### src/rtl/region_drawer.sv
// region_drawer: streams a rectangular block of ROM pixels onto the VGA pixel bus,
// one ROM address per clock, with colour-key transparency and screen clipping.
module region_drawer #(
  parameter int X_W         = 8,
  parameter int Y_W         = 8,
  parameter int ADDR_W      = 16,
  parameter int RGB_W       = 24,
  parameter int ROM_LATENCY = 2,
  parameter int SCREEN_W    = 160,
  parameter int SCREEN_H    = 120
) (
  input  logic              clk,
  input  logic              reset,
  input  logic              start,
  input  logic [ADDR_W-1:0] src_base,
  input  logic [X_W-1:0]    dst_x,
  input  logic [Y_W-1:0]    dst_y,
  input  logic [X_W-1:0]    width,
  input  logic [Y_W-1:0]    height,
  input  logic              key_en,
  input  logic [RGB_W-1:0]  key_rgb,
  input  logic [RGB_W-1:0]  rom_data,
  output logic [ADDR_W-1:0] rom_address,
  output logic [X_W-1:0]    vga_x,
  output logic [Y_W-1:0]    vga_y,
  output logic [RGB_W-1:0]  vga_rgb,
  output logic              vga_draw_enable,
  output logic              active,
  output logic              done
);

  // Coordinates carry one extra bit so dst + offset never wraps before clipping.
  localparam int XC_W  = X_W + 1;
  localparam int YC_W  = Y_W + 1;
  // The drain phase lasts ROM_LATENCY+1 cycles so the final output register
  // cycle still belongs to the active window.
  localparam int CNT_W = $clog2(ROM_LATENCY + 2);
  localparam logic [CNT_W-1:0] DRAIN_LAST   = CNT_W'(ROM_LATENCY);
  localparam logic [XC_W-1:0]  SCREEN_X_LIM = XC_W'(SCREEN_W);
  localparam logic [YC_W-1:0]  SCREEN_Y_LIM = YC_W'(SCREEN_H);

  typedef enum logic [1:0] {
    IDLE,
    ISSUE,
    DRAIN,
    DONE
  } state_t;

  state_t state;
  state_t next_state;

  logic [X_W-1:0]   dst_x_q;
  logic [Y_W-1:0]   dst_y_q;
  logic [X_W-1:0]   width_q;
  logic [Y_W-1:0]   height_q;
  logic             key_en_q;
  logic [RGB_W-1:0] key_rgb_q;
  logic [X_W-1:0]   cx;
  logic [Y_W-1:0]   cy;
  logic [CNT_W-1:0] drain_cnt;

  logic             accept;
  logic             last_col;
  logic             last_row;
  logic             last_pixel;

  logic             push_valid;
  logic [XC_W-1:0]  push_x;
  logic [YC_W-1:0]  push_y;

  logic             dl_valid [ROM_LATENCY];
  logic [XC_W-1:0]  dl_x     [ROM_LATENCY];
  logic [YC_W-1:0]  dl_y     [ROM_LATENCY];

  logic             tail_valid;
  logic [XC_W-1:0]  tail_x;
  logic [YC_W-1:0]  tail_y;
  logic             on_screen;
  logic             keyed;

  assign last_col   = (cx == width_q - X_W'(1));
  assign last_row   = (cy == height_q - Y_W'(1));
  assign last_pixel = last_col && last_row;

  assign push_valid = (state == ISSUE);
  assign push_x     = {1'b0, dst_x_q} + {1'b0, cx};
  assign push_y     = {1'b0, dst_y_q} + {1'b0, cy};

  assign tail_valid = dl_valid[ROM_LATENCY-1];
  assign tail_x     = dl_x[ROM_LATENCY-1];
  assign tail_y     = dl_y[ROM_LATENCY-1];
  assign on_screen  = (tail_x < SCREEN_X_LIM) && (tail_y < SCREEN_Y_LIM);
  assign keyed      = key_en_q && (rom_data == key_rgb_q);

  // State register.
  always_ff @(posedge clk) begin
    if (reset) begin
      state <= IDLE;
    end else begin
      state <= next_state;
    end
  end

  // Next-state decode plus the bus-ownership and completion flags.
  always_comb begin
    next_state = state;
    active     = 1'b0;
    done       = 1'b0;
    accept     = 1'b0;
    case (state)
      IDLE: begin
        if (start) begin
          if ((width == '0) || (height == '0)) begin
            next_state = DONE;
          end else begin
            next_state = ISSUE;
            accept     = 1'b1;
          end
        end
      end
      ISSUE: begin
        active = 1'b1;
        if (last_pixel) begin
          next_state = DRAIN;
        end
      end
      DRAIN: begin
        active = 1'b1;
        if (drain_cnt == DRAIN_LAST) begin
          next_state = DONE;
        end
      end
      DONE: begin
        done       = 1'b1;
        next_state = IDLE;
      end
      default: begin
        next_state = IDLE;
      end
    endcase
  end

  // Request latch, pixel walk counters and the ROM address generator.
  always_ff @(posedge clk) begin
    if (reset) begin
      dst_x_q     <= '0;
      dst_y_q     <= '0;
      width_q     <= '0;
      height_q    <= '0;
      key_en_q    <= 1'b0;
      key_rgb_q   <= '0;
      cx          <= '0;
      cy          <= '0;
      drain_cnt   <= '0;
      rom_address <= '0;
    end else if (accept) begin
      dst_x_q     <= dst_x;
      dst_y_q     <= dst_y;
      width_q     <= width;
      height_q    <= height;
      key_en_q    <= key_en;
      key_rgb_q   <= key_rgb;
      cx          <= '0;
      cy          <= '0;
      drain_cnt   <= '0;
      rom_address <= src_base;
    end else if (state == ISSUE) begin
      drain_cnt <= '0;
      if (last_pixel) begin
        rom_address <= '0;
      end else begin
        rom_address <= rom_address + ADDR_W'(1);
      end
      if (last_col) begin
        cx <= '0;
        cy <= cy + Y_W'(1);
      end else begin
        cx <= cx + X_W'(1);
      end
    end else if (state == DRAIN) begin
      drain_cnt   <= drain_cnt + CNT_W'(1);
      rom_address <= '0;
    end else begin
      rom_address <= '0;
    end
  end

  // Delay line that keeps each pixel's coordinates aligned with its ROM word.
  always_ff @(posedge clk) begin
    if (reset) begin
      for (int i = 0; i < ROM_LATENCY; i++) begin
        dl_valid[i] <= 1'b0;
        dl_x[i]     <= '0;
        dl_y[i]     <= '0;
      end
    end else begin
      dl_valid[0] <= push_valid;
      dl_x[0]     <= push_x;
      dl_y[0]     <= push_y;
      for (int i = 1; i < ROM_LATENCY; i++) begin
        dl_valid[i] <= dl_valid[i-1];
        dl_x[i]     <= dl_x[i-1];
        dl_y[i]     <= dl_y[i-1];
      end
    end
  end

  // Output register: every valid pixel updates position and colour; only
  // visible, non-transparent pixels raise the write strobe.
  always_ff @(posedge clk) begin
    if (reset) begin
      vga_x           <= '0;
      vga_y           <= '0;
      vga_rgb         <= '0;
      vga_draw_enable <= 1'b0;
    end else begin
      vga_draw_enable <= tail_valid && on_screen && !keyed;
      if (tail_valid) begin
        vga_x   <= tail_x[X_W-1:0];
        vga_y   <= tail_y[Y_W-1:0];
        vga_rgb <= rom_data;
      end
    end
  end

endmodule

### config.mk
export PLATFORM = sky130hd
export DESIGN_NAME = region_drawer
export DESIGN_NICKNAME = d
export VERILOG_FILES = /design/src/rtl/region_drawer.sv
export SDC_FILE = /design/constraint.sdc
export NUM_CORES = 1
export LEC_CHECK = 0
export ABC_AREA = 0
export CAP_MARGIN = 30
export CORE_MARGIN = 2
export CORE_UTILIZATION = 45
export DETAILED_ROUTE_END_ITERATION = 8
export PLACE_DENSITY = 0.75
export SKIP_LAST_GASP = 1
export SYNTH_ARGS = -nofsm -noshare
export SYNTH_HDL_FRONTEND = slang
export SYNTH_SLANG_ARGS = --single-unit
### constraint.sdc
create_clock -name clk -period 2.45 [get_ports clk]
set_clock_uncertainty 0.1 [all_clocks]
set_input_delay 0.49 -clock clk [delete_from_list [all_inputs] [get_ports clk]]
set_output_delay 0.49 -clock clk [all_outputs]
set_load 0.02 [all_outputs]
==> results of run 1 <==
layer usage:
layer | global-route usage (%) | up-vias
met5 | 0 | -
met4 | 5.97 | 0
li1 | - | 3194
met1 | 25.6 | 2918
met3 | 4.84 | 22
met2 | 34.7 | 146
logic make-up (layout without fill, tap and decap cells):
group	Yosys count	after routing
buffers and inverters	61	260
muxes	44	44
adders and majority gates	28	28
xor gates and xnor gates	71	71
AOI/OAI and AO/OA	129	129
DFF	172	172
and+or+nand+nor	338	338
flip-flops by register name, summed over array words and instances, names as in the netlist:
| name | cells |
|---|---|
| vga_draw_enable | 1 |
| dst_y_q | 8 |
| key_rgb_q | 24 |
| dl_x | 18 |
| vga_y | 8 |
| state | 2 |
| height_q | 8 |
| key_en_q | 1 |
| cy | 8 |
| drain_cnt | 2 |
| cx | 8 |
| rom_address | 16 |
| dl_valid | 2 |
| vga_x | 8 |
| dst_x_q | 8 |
| vga_rgb | 24 |
| dl_y | 18 |
| width_q | 8 |
final cells by class:
class | instances | area, sq um | share of cell area [%]
sequential | 172 | 3450 | 33.7
clock inverter | 10 | 130 | 1.27
inverter | 21 | 78.8 | 0.771
clock buffer | 21 | 470 | 4.60
tap | 216 | 270 | 2.64
multi-input combinational | 610 | 3830 | 37.4
timing repair buffer | 208 | 2000 | 19.6
critical path: stages (launching register included):
cell       delay [ns]
dfxtp_2          0.34
or4_4            0.57
or2_2            0.30
a211oi_2         0.26
a2111oi_4        0.08
buf_4            0.18
or4b_2           0.60
a21oi_1          0.14
worst max-delay path by stage:
| stage | start | end | slack (ns) | cells past startpoint |
|---|---|---|---|---|
| final | width_q[1] | cx[2] | -0.19 | 7 |
| after global routing | width_q[1] | cy[7] | -0.30 | 10 |
| after CTS | width_q[1] | cx[2] | -0.21 | 7 |
| after detailed placement | width_q[1] | cx[2] | -0.19 | 7 |
| after global placement | height[4] | rom_address[13] | -0.32 | 8 |
| after floorplan | width_q[0] | cy[5] | 0.001 | 9 |
power breakdown:
part	switching (W)	total, W	leakage, nW	internal, W
Combinational	0.00106	0.00201	2.16	0.000949
Sequential	0.000217	0.00331	1.40	0.00309
Clock	0.00112	0.00271	0.289	0.00160
Total	0.00240	0.00803	3.85	0.00564
metrics by stage:
stage	utilization [%]	hold WS, ns
after floorplan	-	0.314
after global placement	59.5	0.323
after detailed placement	59.5	0.324
after CTS	63.5	0.332
after global routing	63.9	0.338
final	63.9	0.339
placed cells by master, fill, tap and decap left out, types with 5 or more instances in the layout:
cell	Yosys	final
a21o_1	6	6
a21oi_1	76	74
and3_1	6	5
buf_4	0	45
clkbuf_16	0	17
clkdlybuf4s50_1	0	156
dfxtp_1	172	169
ha_1	26	25
inv_1	21	19
mux2i_1	44	44
nand2_1	144	144
nand2b_1	11	10
nand3_1	16	14
nand4_1	11	11
nor2_1	86	86
nor2b_1	28	28
nor3_1	11	11
nor4_1	5	5
o21ai_0	23	23
o31ai_1	5	5
or4_1	6	6
xnor2_1	42	42
xor2_1	29	29
what timing repair did:
| action | CTS | global route |
|---|---|---|
| endpoints found under the hold margin | 0 | 0 |
| pin swaps | 2 | 4 |
| gates resized for setup | 9 | 10 |
| buffers inserted | 2 | 2 |
| endpoints found under the setup margin | 30 | 31 |
==> results.yml, run 1 <==
status:
  status: "finished, violations left"
  failed_checks: "setup timing"
drt:
  dr_total_vias: 6280
  drt_first_iter_violations: 375
  wl_per_cell_um: 14.2
  route.met3.wl_um: 822
  wl_met1_mm: 8.12
  drt_wl_total_mm: 17.9
  ant_nets: 0
  drt_first_pass_iters: 4
  top_layer: "met4"
  drc_errors: 0
  wl_met2_mm: 8.65
  vias_per_cell: 4.99
cells_and_area:
  n_fill_cell: 1383
  final_cell_area_sq_um: 10200
  nNetsFinal: 1158
  drive_gt1_share_pct: 10.3
  fin_cells: 1258
  area_growth_pct: 38.3
  diodes: 0
die:
  die_width_um: 132
  rows: 46
  core_sq_um: 16000
  initial_core_util_pct: 46.2
  die_area_sq_um: 17500
  die_h_um: 132
  io_pins: 159
timing:
  setup_viol: 8
  fmax_mhz: 379
  grt_setup_unrepaired: "true"
  maxSlewViolCount: 0
  fin_crit_sh_pct: 108
  worst-slew-pin-transition_ns: 0.520
  slew_headroom_pct: 65.3
  finalHoldViolCount: 0
  finalWorstSetupSlack_ns: -0.187
  fin_crit_ns: 2.64
  fin_tns_setup_ns: -0.812
run:
  max_cap_viol_count: 0
placement:
  postPlaceCellArea_sq_um: 9520
  dpl.hpwl_mm: 13.0
  dp.cells: 1223
  port_buffers: 158
  dp_slack_ns: -0.195
  place_congestion: 0.815
critical_path:
  reg2reg_from: "width_q[1]"
  r2r-end: "cx[2]"
  critPathMaxFanout: 5
  arrival_ns: 2.89
  worst-endpoint-required_ns: 2.70
  cp-end-kind: "register"
  cp-start-kind: "register"
  rrSetupSlack_ns: -0.19
  path_class: "reg -> reg"
  reg2reg_depth: 7
clocking:
  clk_pin_slew_ns: 0.07
  clock_latency_ns: 0.42
  h-tree-depth: 4
  cts_buffers: 17
  hold_buffers: 0
  clock_sinks: 172
  root_buffer: "clkbuf_16"
  clk_path_buf_depth: 2
  cts_tree: "done"
synth:
  synth_top_family_by_area: "simple AND/OR/NAND/NOR gates"
  synthSimpleGateAreaFrac_pct: 20.7
  synth.top_cells.by_count: "dfxtp_1 (172), nand2_1 (144), nor2_1 (86)"
  synth-compound-area-share_pct: 10.3
  seq_area_frac_synth_pct: 46.6
  ys_types: 49
  synth_xor_area_share_pct: 8.41
  syn_inst: 843
  synthTopCellsByArea: "dfxtp_1 (47%), nand2_1 (7.3%), mux2i_1 (6.0%)"
  synth_top_area_share_pct: 46.6
  ys_warn_count: 0
  muxShareOfSynthArea_pct: 5.95
  synth_edf_count: 0
  post-synth-top-count-cell: "dfxtp_1"
  ys_async_sr_fraction_pct: 0
  syn_avg_cell_area_sq_um: 8.77
  synth_nets: 971
  yosys.area.top_type: "dfxtp_1"
  synth_area_sq_um: 7400
  ys.flop_type: "dfxtp_1"
  synth_fa_ha_area_share_pct: 4.94
  ys_ff_latch: 172
global_routing:
  grt_usage_pct: 20.3
  antenna_found_initial: 0
  grt_pass1_wl_mm: 28.9
  grt_pass1_vias: 5957
  grt_start_max_net_pins: 52
  gr-total-overflow: 0
hold_path:
  holdPathStages: 1
  hold_path.class: "reg -> reg"
  hp-start: "dl_y[0][3]"
  min_to: "dl_y[0][12]"
pwr:
  pwr_density_cell_nw_per_um2: 786
  power_w: 0.00803
  ir_drop_mv: 0.513
  p_leak_nw: 3.85
Note: power is estimated with default switching activity, not from simulation.
==> run 2, diff against run 1 <==
Settings changed: PLACE_DENSITY 0.75 to 0.74.
==> results.yml, run 2 (same netlist as run 1, synthesis figures left out) <==
critical_path:
  cp-start-kind: "register"
  r2r-end: "cy[3]"
  cp-end-kind: "register"
  arrival_ns: 2.87
  worst-endpoint-required_ns: 2.70
  reg2reg_from: "width_q[0]"
  path_class: "reg -> reg"
  critPathMaxFanout: 6
  rrSetupSlack_ns: -0.17
  reg2reg_depth: 9
status:
  status: "finished, violations left"
  failed_checks: "setup timing"
pwr:
  p_sw_w: 0.00243
  pwr-share-seq_pct: 40.7
  ir_drop_mv: 0.555
  clkPwrFrac_pct: 34.4
  p_leak_nw: 3.91
  pwr_density_cell_nw_per_um2: 786
  intPower_w: 0.00567
  sw_frac_of_total_pct: 30.0
  p_comb_share_pct: 24.8
timing:
  fin_crit_ns: 2.62
  setup_viol: 31
  maxSlewViolCount: 0
  grt_setup_unrepaired: "true"
  whs_ns: 0.334
  fin_crit_sh_pct: 107
  finalWorstSetupSlack_ns: -0.169
  finalHoldViolCount: 0
  slew_headroom_pct: 65.7
  fmax_mhz: 382
  worst-slew-pin-transition_ns: 0.513
global_routing:
  grt_usage_pct: 20.4
  antenna_found_initial: 0
  grt_start_max_net_pins: 75
  grt_pass1_wl_mm: 29.2
  grt_pass1_vias: 6049
  gr-total-overflow: 0
die:
  core_sq_um: 16000
  die_width_um: 132
  die_area_sq_um: 17500
  rows: 46
  io_pins: 159
  initial_core_util_pct: 46.2
  die_h_um: 132
hold_path:
  min_to: "dl_y[0][14]"
  hold_path.class: "reg -> reg"
  holdPathStages: 1
  hp-start: "dl_y[0][5]"
cells_and_area:
  n_fill_cell: 1361
  area_growth_pct: 39.3
  diodes: 0
  top_regs: "key_rgb_q: 24 flops, vga_rgb: 24 flops"
  layout_commonest_cell: "dfxtp_1"
  nNetsFinal: 1166
  fin_util_pct: 64.4
  mostFrequentLayoutCells: "dfxtp_1 (170), clkdlybuf4s50_1 (156), nand2_1 (144), nor2_1 (86), a21oi_1 (74)"
  drive_gt1_share_pct: 10.8
placement:
  port_buffers: 158
  dpl.hpwl_mm: 12.8
  place_congestion: 0.794
drt:
  drt_first_pass_iters: 5
  wl_per_cell_um: 14.1
  vias_per_cell: 4.94
  drt_wl_total_mm: 17.9
  dr_total_vias: 6251
  drc_errors: 0
  drt_first_iter_violations: 292
  ant_nets: 0
clocking:
  cts_buffers: 17
  clock_sinks: 172
  h-tree-depth: 4
  clk_pin_slew_ns: 0.06
  clk_path_buf_depth: 2
  hold_buffers: 0
  root_buffer: "clkbuf_16"
  cts_tree: "done"
  clock_latency_ns: 0.42
run:
  max_cap_viol_count: 0
[run 2: metrics by stage]
| stage | TNS (ns) | total power (W) | worst slack (ns) | cell area, sq um | instances |
|---|---|---|---|---|---|
| 6_report | -3.35 | 0.00809 | -0.169 | 10300 | 1266 |
| 5_1_grt | -6.11 | 0.00849 | -0.247 | 10300 | 1266 |
| 4_1_cts | -2.15 | 0.00811 | -0.168 | 10200 | 1259 |
| 3_5_place_dp | -17.74 | 0.00532 | -0.466 | 9560 | 1228 |
| 3_3_place_gp | -14.76 | 0.00528 | -0.369 | 9560 | 1228 |
| 2_1_floorplan | 0 | 0.00455 | 0.00133 | 7440 | 843 |
[run 2: how the worst max path moves through the flow]
stage / end / startpoint / cells past startpoint
2_1_floorplan: cy[5] / width_q[0] / 9
3_3_place_gp: rom_address[0] / width[4] / 8
3_5_place_dp: rom_address[8] / width[5] / 8
4_1_cts: cy[6] / width_q[0] / 7
5_1_grt: rom_address[11] / width_q[2] / 10
6_report: cy[3] / width_q[0] / 9
[run 2: what timing repair did]
item,4_1_cts,5_1_grt
gates resized for setup,4,14
pin swaps,4,14
setup buffers,0,5
endpoints found under the setup margin,25,31
gates cloned,0,1
[run 2: routing by layer]
metal	part of all wire, %	up-vias	global-route usage, %
li1	-	3205	-
met1	46	2906	25.8
met2	49	123	35.5
met3	3.8	17	3.54
met4	1.4	0	6.39
met5	0	-	0
[run 2: cell type report]
class                   instances  area, sq um  area share, %
clock buffers                  17          425           4.13
clock inverters                14          183           1.77
inverters                      21         78.8          0.765
multi-input cells             610         3830           37.2
flip-flops and latches        172         3450           33.4
well taps                     216          270           2.62
repair buffers                216         2070           20.1
[run 2: power groups by stage]
stage | clock, W | sequential, W | combinational [W]
2_1_floorplan | 0 | 0.00340 | 0.00115
3_3_place_gp | 0 | 0.00335 | 0.00194
3_5_place_dp | 0 | 0.00336 | 0.00197
4_1_cts | 0.00282 | 0.00330 | 0.00199
5_1_grt | 0.00294 | 0.00333 | 0.00222
6_report | 0.00279 | 0.00330 | 0.00201
[run 2: worst max-delay path, cell delays in order, from the launching register on]
cell	delay, ns
dfxtp_2	0.33
or4_4	0.55
nor4b_4	0.32
a211oi_4	0.08
a2111oi_4	0.27
buf_4	0.19
nand2_2	0.10
buf_6	0.14
or3_1	0.33
a21oi_1	0.12
==> run 3, diff against run 2 <==
Settings changed: GPL_ROUTABILITY_DRIVEN set to 0.
==> results of run 3 <==
Same layout as run 2: the final DEF is identical, and so are final timing and power.
